### config.mk
export PLATFORM = sky130hd
export DESIGN_NAME = mem_operand_fetch
export DESIGN_NICKNAME = d
export VERILOG_FILES = /design/src/rtl/mem_operand_fetch.sv
export SDC_FILE = /design/constraint.sdc
export NUM_CORES = 1
export LEC_CHECK = 0
export ABC_AREA = 1
export BUFFER_PORTS_ARGS = -buffer_cell sky130_fd_sc_hd__clkbuf_2
export CORE_MARGIN = 1
export CORE_UTILIZATION = 34
export DETAILED_ROUTE_END_ITERATION = 6
export PLACE_DENSITY = 0.58
export SYNTH_ARGS = -nofsm -noshare
export SYNTH_HDL_FRONTEND = slang
export SYNTH_SLANG_ARGS = --single-unit
### constraint.sdc
create_clock -name clk -period 1.7 [get_ports clk]
set_input_delay 0.17 -clock clk [delete_from_list [all_inputs] [get_ports clk]]
set_output_delay 0.17 -clock clk [all_outputs]
set_load 0.01 [all_outputs]
### src/rtl/mem_operand_fetch.sv
// ============================================================================
// Module   : mem_operand_fetch
// Brief    : Fetches two operands from a sync-read data memory for the ALU.
// Revision : 1.0 - initial release
// ============================================================================
`default_nettype none

module mem_operand_fetch #(
    parameter int DATA_W = 32,
    parameter int ADDR_W = 5,
    parameter int SEL_W  = 3
) (
    input  logic              clk,
    input  logic              rst_n,
    input  logic              req_valid,
    output logic              req_ready,
    input  logic [ADDR_W-1:0] req_dir1,
    input  logic [ADDR_W-1:0] req_dir2,
    input  logic [SEL_W-1:0]  req_sel,
    output logic              mem_rd_en,
    output logic [ADDR_W-1:0] mem_dir,
    input  logic [DATA_W-1:0] mem_dout,
    output logic              out_valid,
    input  logic              out_ready,
    output logic [DATA_W-1:0] out_op1,
    output logic [DATA_W-1:0] out_op2,
    output logic [SEL_W-1:0]  out_sel,
    output logic              busy
);

    typedef enum logic [2:0] {
        S_IDLE = 3'd0,
        S_RD1  = 3'd1,
        S_RD2  = 3'd2,
        S_WAIT = 3'd3,
        S_OUT  = 3'd4
    } state_t;

    state_t              state_q, state_d;
    logic [ADDR_W-1:0]   dir1_q, dir1_d;
    logic [ADDR_W-1:0]   dir2_q, dir2_d;
    logic [SEL_W-1:0]    sel_q, sel_d;
    logic                same_q, same_d;
    logic [DATA_W-1:0]   op1_q, op1_d;
    logic [DATA_W-1:0]   op2_q, op2_d;
    logic                accept;

    always_ff @(posedge clk or negedge rst_n) begin
        if (!rst_n) begin
            state_q <= S_IDLE;
            dir1_q  <= '0;
            dir2_q  <= '0;
            sel_q   <= '0;
            same_q  <= 1'b0;
            op1_q   <= '0;
            op2_q   <= '0;
        end else begin
            state_q <= state_d;
            dir1_q  <= dir1_d;
            dir2_q  <= dir2_d;
            sel_q   <= sel_d;
            same_q  <= same_d;
            op1_q   <= op1_d;
            op2_q   <= op2_d;
        end
    end

    always_comb begin
        state_d   = state_q;
        dir1_d    = dir1_q;
        dir2_d    = dir2_q;
        sel_d     = sel_q;
        same_d    = same_q;
        op1_d     = op1_q;
        op2_d     = op2_q;
        mem_rd_en = 1'b0;
        mem_dir   = '0;
        out_valid = 1'b0;

        req_ready = (state_q == S_IDLE) || ((state_q == S_OUT) && out_ready);
        accept    = req_valid && req_ready;

        // Request fields are sampled only on the accepting edge.
        if (accept) begin
            dir1_d = req_dir1;
            dir2_d = req_dir2;
            sel_d  = req_sel;
        end

        case (state_q)
            S_IDLE: begin
                if (accept) state_d = S_RD1;
            end
            S_RD1: begin
                mem_rd_en = 1'b1;
                mem_dir   = dir1_q;
                same_d    = (dir1_q == dir2_q);
                state_d   = (dir1_q == dir2_q) ? S_WAIT : S_RD2;
            end
            S_RD2: begin
                mem_rd_en = 1'b1;
                mem_dir   = dir2_q;
                op1_d     = mem_dout;
                state_d   = S_WAIT;
            end
            S_WAIT: begin
                op2_d = mem_dout;
                if (same_q) op1_d = mem_dout;
                state_d = S_OUT;
            end
            S_OUT: begin
                out_valid = 1'b1;
                if (out_ready) state_d = accept ? S_RD1 : S_IDLE;
            end
            default: state_d = S_IDLE;
        endcase
    end

    assign out_op1 = op1_q;
    assign out_op2 = op2_q;
    assign out_sel = sel_q;
    assign busy    = (state_q != S_IDLE);

endmodule

`default_nettype wire
---- Word-level counts from Yosys, hierarchy flattened ----
Cells that the tools add are included.
cells by class
  $add $sub $neg .......................... 0
  multiply operators ...................... 0
  div/mod/pow operators ................... 0
  magnitude comparators ................... 0
  equal/unequal tests ..................... 8
  shift operators ......................... 0
  multiplexer cells ....................... 10
  bitwise gates (word level) .............. 0
  reduce and logical (&&, ||, !) cells .... 9
operator list
  operator                                        number
  one-hot mux 32 bit (2 select lines)             1
  two-way mux 32 bit                              1
  one-hot mux 3 bit (5 select lines)              1
  one-hot mux 5 bit (2 select lines)              1
  == test 3 x 2 -> 1 bit (second input constant)  2
  two-way mux 3 bit                               2
  inequality test 2 bit (second input constant)   3
  == test 5 bit                                   1
  two-way mux 1 bit                               4
  AND reduction 2 bit                             2
  == test 3 x 1 -> 1 bit (second input constant)  1
  == test 3 bit (second input constant)           1
  zero test 3 bit                                 1
  nonzero test 3 bit                              1
  logical AND 1 bit                               2
  nonzero test 2 bit                              1
  OR reduction 2 bit                              1
  logical OR 1 bit                                1
storage, ports and cells
  register bits after elaboration ......... 81
  bits in latches ......................... 0
  memory bits (writable) .................. 0
  memory bits (read-only) ................. 0
  input port bits ......................... 49
  output and inout port bits .............. 76
  memories kept ........................... 0

---- Logic depth before layout (Yosys ltp) ----
Gate-level depths: netlist of run 1.
  depth after elaboration ................. 7
  depth in mapped cells ................... 8
  depth with buffers taken out ............ 7

---- Least setup slack after synthesis of run 1 ----
OpenSTA, ideal clock, no wires.
  path kind ............................... flip-flop to output port
  start point ............................. register state_q[2]
  end point ............................... output mem_dir[0]
  data arrival time ....................... 1,171 ps
  data required time ...................... 1,530 ps
  setup slack ............................. 359 ps
  cell stages (with the launch flop) ...... 6
  cells stage by stage .................... dfrtp_1 -> inv_2 -> nand3_2 -> buf_2 -> buf_4 -> o22ai_1
between the ends
  word-level cells in the longest chain between the ends .. 2
  elaborated cells between the ends (all ways) .. 3
ends and longest elaborated chain
  item                                                                     RTL line  source
  from (decl)                                                              39        state_t state_q, state_d;
  from (signal assigned)                                                   58        state_q <= state_d;
  == test 3 x 2 -> 1 bit / == test 3 x 1 -> 1 bit (equally long branches)  90        case (state_q)
  one-hot mux 5 bit (2 select lines) (*)                                   90
  to (decl)                                                                21        output logic [ADDR_W-1:0] mem_dir,
Every way passes the cells marked *; elsewhere a longest branch is shown, timed or not.

---- Worst setup path in the final report of run 1 ----
  start point ............................. register state_q[0]
  end point ............................... output mem_dir[1]
Same word-level chain as after synthesis.

==> impl_metrics.ini, run 1 <==
[sta]
hold_viol = 0
rsz0062_at_grt = true
slew_headroom_pct = 57.4
max_freq_mhz = 608
max_slew.worst_pin.slew_ps = 638
fin_worst_skew_ps = 10.4
slew_violations = 0
setup-violations-final = 0
min_period_ps = 1640
final.period_utilization_pct = 96.7

[yosys]
avgSynthCellArea_um2 = 8.65
synth_edf_count = 0
ys_ff_latch = 81
syn_inst = 382
ys_warn_count = 0
yosys.area.top_type = dfrtp_1
synth_cell_types = 17
synth_fp_nets = 431
yosysMostFrequentCell = nand2_1
async_flop_share_pct = 100
synth_top_flop_cell = dfrtp_1
synth.area.top_cells = dfrtp_1 61%, nand2_1 21%, nand3_1 5.1%
netlist_top_cells_count = 188 x nand2_1, 81 x dfrtp_1, 34 x nand3_1, 16 x inv_1, 15 x nor2_1
seq_area_frac_synth_pct = 61.3
synth_top_area_share_pct = 61.3
synth_area_um2 = 3310

[hold_path]
min-delay-start = mem_dout[18]
hold_depth = 3
holdPathEnd = out_op1[18]
worstHoldPathType = in2reg

[power]
pwr-share-comb_pct = 44.8
seqPwrFrac_pct = 38.6
leakage_nw = 2.50
total_power_mw = 8.82
power.net_switching_mw = 3.60
intPower_mw = 5.22
clkPwrFrac_pct = 16.6
ir_worst_vdd_mv = 0.991
powerDensity_nw_per_um2 = 2040
swShare_pct = 40.8

[routing]
drt-total-wl_mm = 8.41
viasPerCell = 4.55
detail_route.drc_violations = 0
vias = 2942
drt-wirelength-per-cell_um = 13.0
drt_iter0_drc = 90
dr.pass1.iters = 4
ant_nets = 0

[clock_tree]
cts-buffers-inserted = 9
cts.sinks = 81
h-tree-depth = 3
clock_path_buffers = 2
cts_root_buffer = clkbuf_8
clkSlewWorstSetupHoldPaths_ps = 80
tritoncts = done
clk_latency_ps = 340

[critical_path]
worstRegToRegCells = 8
r2r_start = state_q[2]
worstPathRequired_ps = 1530
crit_fanout = 8
worstPathArrival_ps = 1470
start_kind = register
path_class = reg2out
cp-end-kind = output port
rr_endpoint = out_op1[7]
reg2reg_slack_ps = 240

[final_layout]
nets = 564
fin_cells = 647
drive_above_1_share_pct = 31.1
antenna-diode-count = 0
synthToLayoutAreaGrowth_pct = 30.9

[global_route]
antenna_found_initial = 0
grt-ovfl-total = 0
gr-usage-all-layers_pct = 17.1
grt_max_degree = 39
grt_pass1_wl_mm = 13.3
grt_pass1_vias = 2771

[floorplan]
fp.dieH_um = 101
io_pins = 125
die_w_um = 101
initial_utilization_pct = 35.4
rows = 35
die-area_um2 = 10100
fp.coreArea_um2 = 9330

[placement]
dpl.hpwl_mm = 5.84
finalWeightedCongestion = 0.749
numPortBuffers = 124
dp_cells = 627

[status]
status = complete, no violations

[run]
max-cap-violations = 0
==> timing repair <==
action,4_1_cts,5_1_grt
hold endpoints to repair,34,0
hold buffers,1,0
resized for setup,2,0
gates cloned,0,0
setup buffers,2,3
endpoints found under the setup margin,5,3
==> cell usage in the layout, fill, tap and decap left out <==
cell             n
clkbuf_8         9
nand3_4          1
o22ai_1          5
nand2_1        188
clkbuf_2       123
buf_12           1
dlygate4sd3_1    1
nand3_1         33
buf_4           15
clkinvlp_4       1
a21oi_1         12
o21ai_0          4
nor2_4           1
bufinv_16        2
nor2_1          15
inv_1           16
nand2_4          1
nand3_2          2
nand2_2          2
clkbuf_1         2
inv_2            3
dfrtp_1         81
==> per-stage QoR <==
stage	TNS, ps	instance area, µm²	hold slack (ps)	util [%]	setup WS (ps)
detailed placement	0	4070	170	43.6	266
CTS	0	4310	18.6	46.2	5.79
global route	-21.9	4330	25.7	46.4	-15.4
global placement	0	4070	164	43.6	309
floorplan	0	3310	-126	-	359
finish	0	4330	39.2	46.4	55.8
==> how the worst max path moves through the flow <==
stage	from	end	depth (start not counted)
6_report	state_q[0]	mem_dir[1]	5
4_1_cts	state_q[0]	mem_dir[1]	5
5_1_grt	state_q[0]	mem_dir[1]	5
3_5_place_dp	state_q[2]	out_op1[25]	6
3_3_place_gp	state_q[2]	out_op1[16]	6
2_1_floorplan	state_q[2]	mem_dir[0]	5
==> per-layer routing <==
layer	up-vias	track usage, %	part of all wire, %
met4	0	4.24	0.70
met1	1386	23.4	46
met2	101	27.3	47
li1	1449	-	-
met5	-	0	0
met3	6	4.23	6.5
==> final cells by class <==
type	count	area, µm²
repair buffers	140	758
clock buffers	11	131
inverters	19	71.3
multi-input cells	264	1110
flip-flops and latches	81	2030
well taps	129	161
clock inverters	3	67.6
fillers	950	5000
==> power groups by stage <==
stage          Sequential, mW  Combinational [mW]  Clock, mW
6_report                 3.41                3.95       1.46
5_1_grt                  3.52                4.48       1.58
4_1_cts                  3.42                3.95       1.51
3_5_place_dp             3.44                3.89          0
3_3_place_gp             3.42                3.82          0
2_1_floorplan            3.74                2.04          0
==> registers in the layout (all words and copies together), names as in the netlist <==
register and count:
state_q 3, dir2_q 5, out_sel 3, dir1_q 5, out_op1 32, same_q 1
out_op2 32
==> worst max-delay path, stage by stage, from the launching register on <==
cell and delay (ps):
dfrtp_1 410, inv_1 110, nand3_4 120, buf_4 190, o22ai_1 160, clkbuf_2 160
==> kinds of logic (layout without fill, tap and decap cells) <==
kind of cell    Yosys count  count (layout)  synth area share, %
simple gates            243             243                 29.9
flops                    81              81                 61.3
buf+inv                  37             173                 5.45
compound gates           21              21                 3.37
(Power assumes the default switching activity.)
==> run 2: changes to the inputs <==
- CORE_UTILIZATION: 34 -> 49
- PLACE_DENSITY: 0.58 -> 0.79
- RECOVER_POWER: not set -> 50
==> impl_metrics.ini, run 2 (same netlist as run 1, synthesis figures left out) <==
[final_layout]
antenna-diode-count = 0
drive_above_1_share_pct = 23.6
most-common-layout-cells = 188 x nand2_1, 87 x clkbuf_2, 81 x dfrtp_1, 37 x clkbuf_1, 33 x nand3_1
nFillCells = 579
layout_commonest_cell = nand2_1
synthToLayoutAreaGrowth_pct = 26.6
postLayoutCellArea_um2 = 4190
nets = 557

[clock_tree]
clkSlewWorstSetupHoldPaths_ps = 80
tritoncts = done
clk_latency_ps = 340
clock_path_buffers = 2
cts_root_buffer = clkbuf_8
h-tree-depth = 3
cts-buffers-inserted = 9
cts.sinks = 81

[critical_path]
r2r_start = state_q[2]
cp-end-kind = output port
rr_endpoint = out_op1[10]
worstPathRequired_ps = 1530
start_kind = register
crit_path_end = mem_dir[3]
crit_fanout = 9
worstRegToRegCells = 7
reg2reg_slack_ps = 270
path_class = reg2out
critPathLaunch = state_q[2]
worstPathArrival_ps = 1480

[power]
leakage_nw = 2.37
powerDensity_nw_per_um2 = 2090
ir_worst_vdd_mv = 0.885

[sta]
max_slew.worst_pin.slew_ps = 1090
min_period_ps = 1650
final.setup.tns_ps = 0
hold_viol = 0
final.period_utilization_pct = 96.9
slew_violations = 0
setup-violations-final = 0
rsz0062_at_grt = false
slew_headroom_pct = 27.1
fin_worst_skew_ps = 4.74
hold_slack_ps = 33.6
postLayoutSetupSlackWorst_ps = 52.6
max_freq_mhz = 607

[routing]
drt-wirelength-per-cell_um = 13.3
drt-total-wl_mm = 7.85
detail_route.drc_violations = 18
ant_nets = 0
viasPerCell = 5.00
vias = 2944
drt_iter0_drc = 172
dr.pass1.iters = 7

[global_route]
gr-usage-all-layers_pct = 23.7
grt_pass1_vias = 2868
grt-ovfl-total = 0
grt_max_degree = 82
antenna_found_initial = 0
grt_pass1_wl_mm = 13.1

[placement]
placed_area_um2 = 3990
numPortBuffers = 124
pre_cts_ws_ps = 313
finalWeightedCongestion = 0.764
dpl.hpwl_mm = 5.38

[status]
status = complete, but fails checks
violations = design-rule violations

[hold_path]
worstHoldPathType = in2reg
min-delay-start = mem_dout[27]

[floorplan]
die_w_um = 84.1
fp.dieH_um = 84.1
rows = 29
die-area_um2 = 7080
io_pins = 125
fp.coreArea_um2 = 6420
initial_utilization_pct = 51.5

[run]
max-cap-violations = 0
==> run 2: repair_timing <==
action	4_1_cts	5_1_grt
endpoints found under the setup margin	4	1
gates resized for setup	2	1
hold buffers	1	0
buffers inserted	0	0
hold endpoints to repair	81	0
==> run 2: worst min-delay path by stage <==
stage,slack (ps),to,depth (start not counted)
detailed placement,240,out_op2[4],2
global placement,230,out_op2[4],2
global route,30,out_op1[13],3
CTS,20,out_op1[27],3
finish,30,out_op1[27],3
floorplan,-130,dir1_q[0],0
==> run 2: per-stage QoR <==
stage	total power, mW	std cells	utilization [%]
after floorplan	5.77	382	-
after global placement	7.10	573	62.1
after detailed placement	7.28	573	62.1
after CTS	8.90	589	66.0
after global routing	9.41	589	65.2
final	8.73	589	65.2
==> run 2: final cells by class <==
cell class	instances	area (µm²)	share of cell area, %
Multi-Input combinational cell	264	1110	26.6
Clock inverter	2	60.1	1.43
Timing Repair Buffer	133	648	15.5
Sequential cell	81	2030	48.4
Inverter	19	71.3	1.70
Tap cell	77	96.3	2.30
Clock buffer	13	169	4.04
==> run 2: layer usage <==
metal	track usage, %	wire length (µm)	up-vias
met2	39.7	3860	104
met1	30.2	3310	1393
li1	-	-	1436
met4	9.72	116	0
met3	5.01	553	11
met5	0	0	-
==> run 2: critical path, cell delays in order, from the launching register on <==
cell      delay (ps)
dfrtp_1          420
inv_2            140
nand3_2          200
o22ai_1          220
clkbuf_2         160
==> run 2: power breakdown <==
part | internal (mW) | total [mW] | switching, mW | leakage (nW)
Combinational | 1.34 | 3.73 | 2.38 | 1.27
Sequential | 2.88 | 3.41 | 0.536 | 0.986
Clock | 0.941 | 1.59 | 0.651 | 0.116
==> run 3: changes to the inputs <==
- CORE_ASPECT_RATIO: not set -> 0.75
==> impl_metrics.ini, run 3 (same netlist as run 1, synthesis figures left out) <==
[status]
status = complete, no violations

[routing]
detail_route.drc_violations = 0
drt-wirelength-per-cell_um = 13.5
drt-total-wl_mm = 8.00
ant_nets = 0
drt_iter0_drc = 211
vias = 2916
dr.pass1.iters = 4
viasPerCell = 4.92

[global_route]
antenna_found_initial = 0
grt_pass1_vias = 2794
grt_max_degree = 38
grt-ovfl-total = 0
grt_pass1_wl_mm = 13.6
gr-usage-all-layers_pct = 24.9

[hold_path]
min-delay-start = mem_dout[1]
holdPathEnd = out_op1[1]
hold_depth = 3
worstHoldPathType = in2reg

[floorplan]
initial_utilization_pct = 51.6
die-area_um2 = 7080
fp.dieH_um = 73.1
io_pins = 125
fp.coreArea_um2 = 6410
die_w_um = 96.8
rows = 25

[critical_path]
r2r_start = state_q[2]
worstPathArrival_ps = 1470
rr_endpoint = out_op1[16]
reg2reg_slack_ps = 260
start_kind = register
worstPathRequired_ps = 1530
worstRegToRegCells = 7
path_class = reg2out
critPathLaunch = state_q[2]
crit_fanout = 9
cp-end-kind = output port

[final_layout]
fin_util_pct = 64.4
nets = 557
drive_above_1_share_pct = 23.6
nFillCells = 601
most-common-layout-cells = 188 x nand2_1, 91 x clkbuf_2, 81 x dfrtp_1, 36 x clkbuf_1, 33 x nand3_1
synthToLayoutAreaGrowth_pct = 25.0
antenna-diode-count = 0
layout_commonest_cell = nand2_1

[clock_tree]
clk_latency_ps = 350
cts_root_buffer = clkbuf_8
clock_path_buffers = 2
cts-buffers-inserted = 9
clkSlewWorstSetupHoldPaths_ps = 80
h-tree-depth = 3
tritoncts = done
cts.sinks = 81

[sta]
fin_worst_skew_ps = 6.33
max_freq_mhz = 610
final.period_utilization_pct = 96.5
postLayoutSetupSlackWorst_ps = 59.4
slew_violations = 0
setup-violations-final = 0
hold_slack_ps = 33.3
final.setup.tns_ps = 0
rsz0062_at_grt = true
hold_viol = 0
min_period_ps = 1640
slew_headroom_pct = 42.3
max_slew.worst_pin.slew_ps = 866

[power]
ir_worst_vdd_mv = 0.884
powerDensity_nw_per_um2 = 2040
leakage_nw = 2.36
total_power_mw = 8.44

[run]
max-cap-violations = 0

[placement]
finalWeightedCongestion = 0.857
dpl.hpwl_mm = 5.56
numPortBuffers = 124
pre_cts_ws_ps = 187
-- run 3: cell count changes in the layout (fill, tap and decap cells not counted), sizes merged --
cell / before / now
clkinv: 0 / 3
buf: 7 / 6
bufinv: 2 / 1
clkbuf: 138 / 137
-- run 3: cell type report --
cell class	count	area, µm²	area share [%]
clock inverter	4	45.0	1.09
inverter	19	71.3	1.73
sequential	81	2030	49.0
tap	81	101	2.45
clock buffer	11	131	3.18
multi-input combinational	264	1110	26.9
timing repair buffer	133	646	15.6
-- run 3: timing repair --
item	CTS	global route
pin swaps	0	1
hold buffers	1	0
endpoints found under the hold margin	35	0
setup endpoints to repair	5	7
resized for setup	2	0
setup buffers	0	1
-- run 3: report_power, final --
group          leakage, nW  switching, mW  internal [mW]  total [mW]
Combinational         1.28           2.38           1.34        3.72
Clock               0.0929          0.650          0.665        1.31
Sequential           0.986          0.536           2.88        3.41
-- run 3: critical path, stage by stage (launching register included) --
cell and delay, ps:
dfrtp_1 420, inv_2 140, nand3_2 200, o22ai_1 200, clkbuf_2 160
-- run 3: worst max-delay path by stage --
stage | depth (start not counted) | endpoint | slack (ps)
global route | 3 | out_op2[18] | -40
CTS | 4 | mem_dir[1] | 20
finish | 4 | mem_dir[1] | 60
detailed placement | 5 | out_op1[14] | 190
global placement | 5 | out_op1[29] | 280
floorplan | 5 | mem_dir[0] | 360
-- run 3: stage by stage --
stage / std cells / cell area [µm²]
after floorplan: 382 / 3310
after global placement: 576 / 3990
after detailed placement: 576 / 3990
after CTS: 592 / 4190
after global routing: 593 / 4130
final: 593 / 4130
-- run 3: routing by layer --
layer / wire length (µm) / share of wire [%] / GRT usage, % / vias up
met2: 3700 / 46 / 38.3 / 121
met4: 53 / 0.66 / 6.80 / 0
met1: 3520 / 44 / 32.5 / 1357
met5: 0 / 0 / 0 / -
met3: 726 / 9.1 / 10.8 / 4
li1: - / - / - / 1434
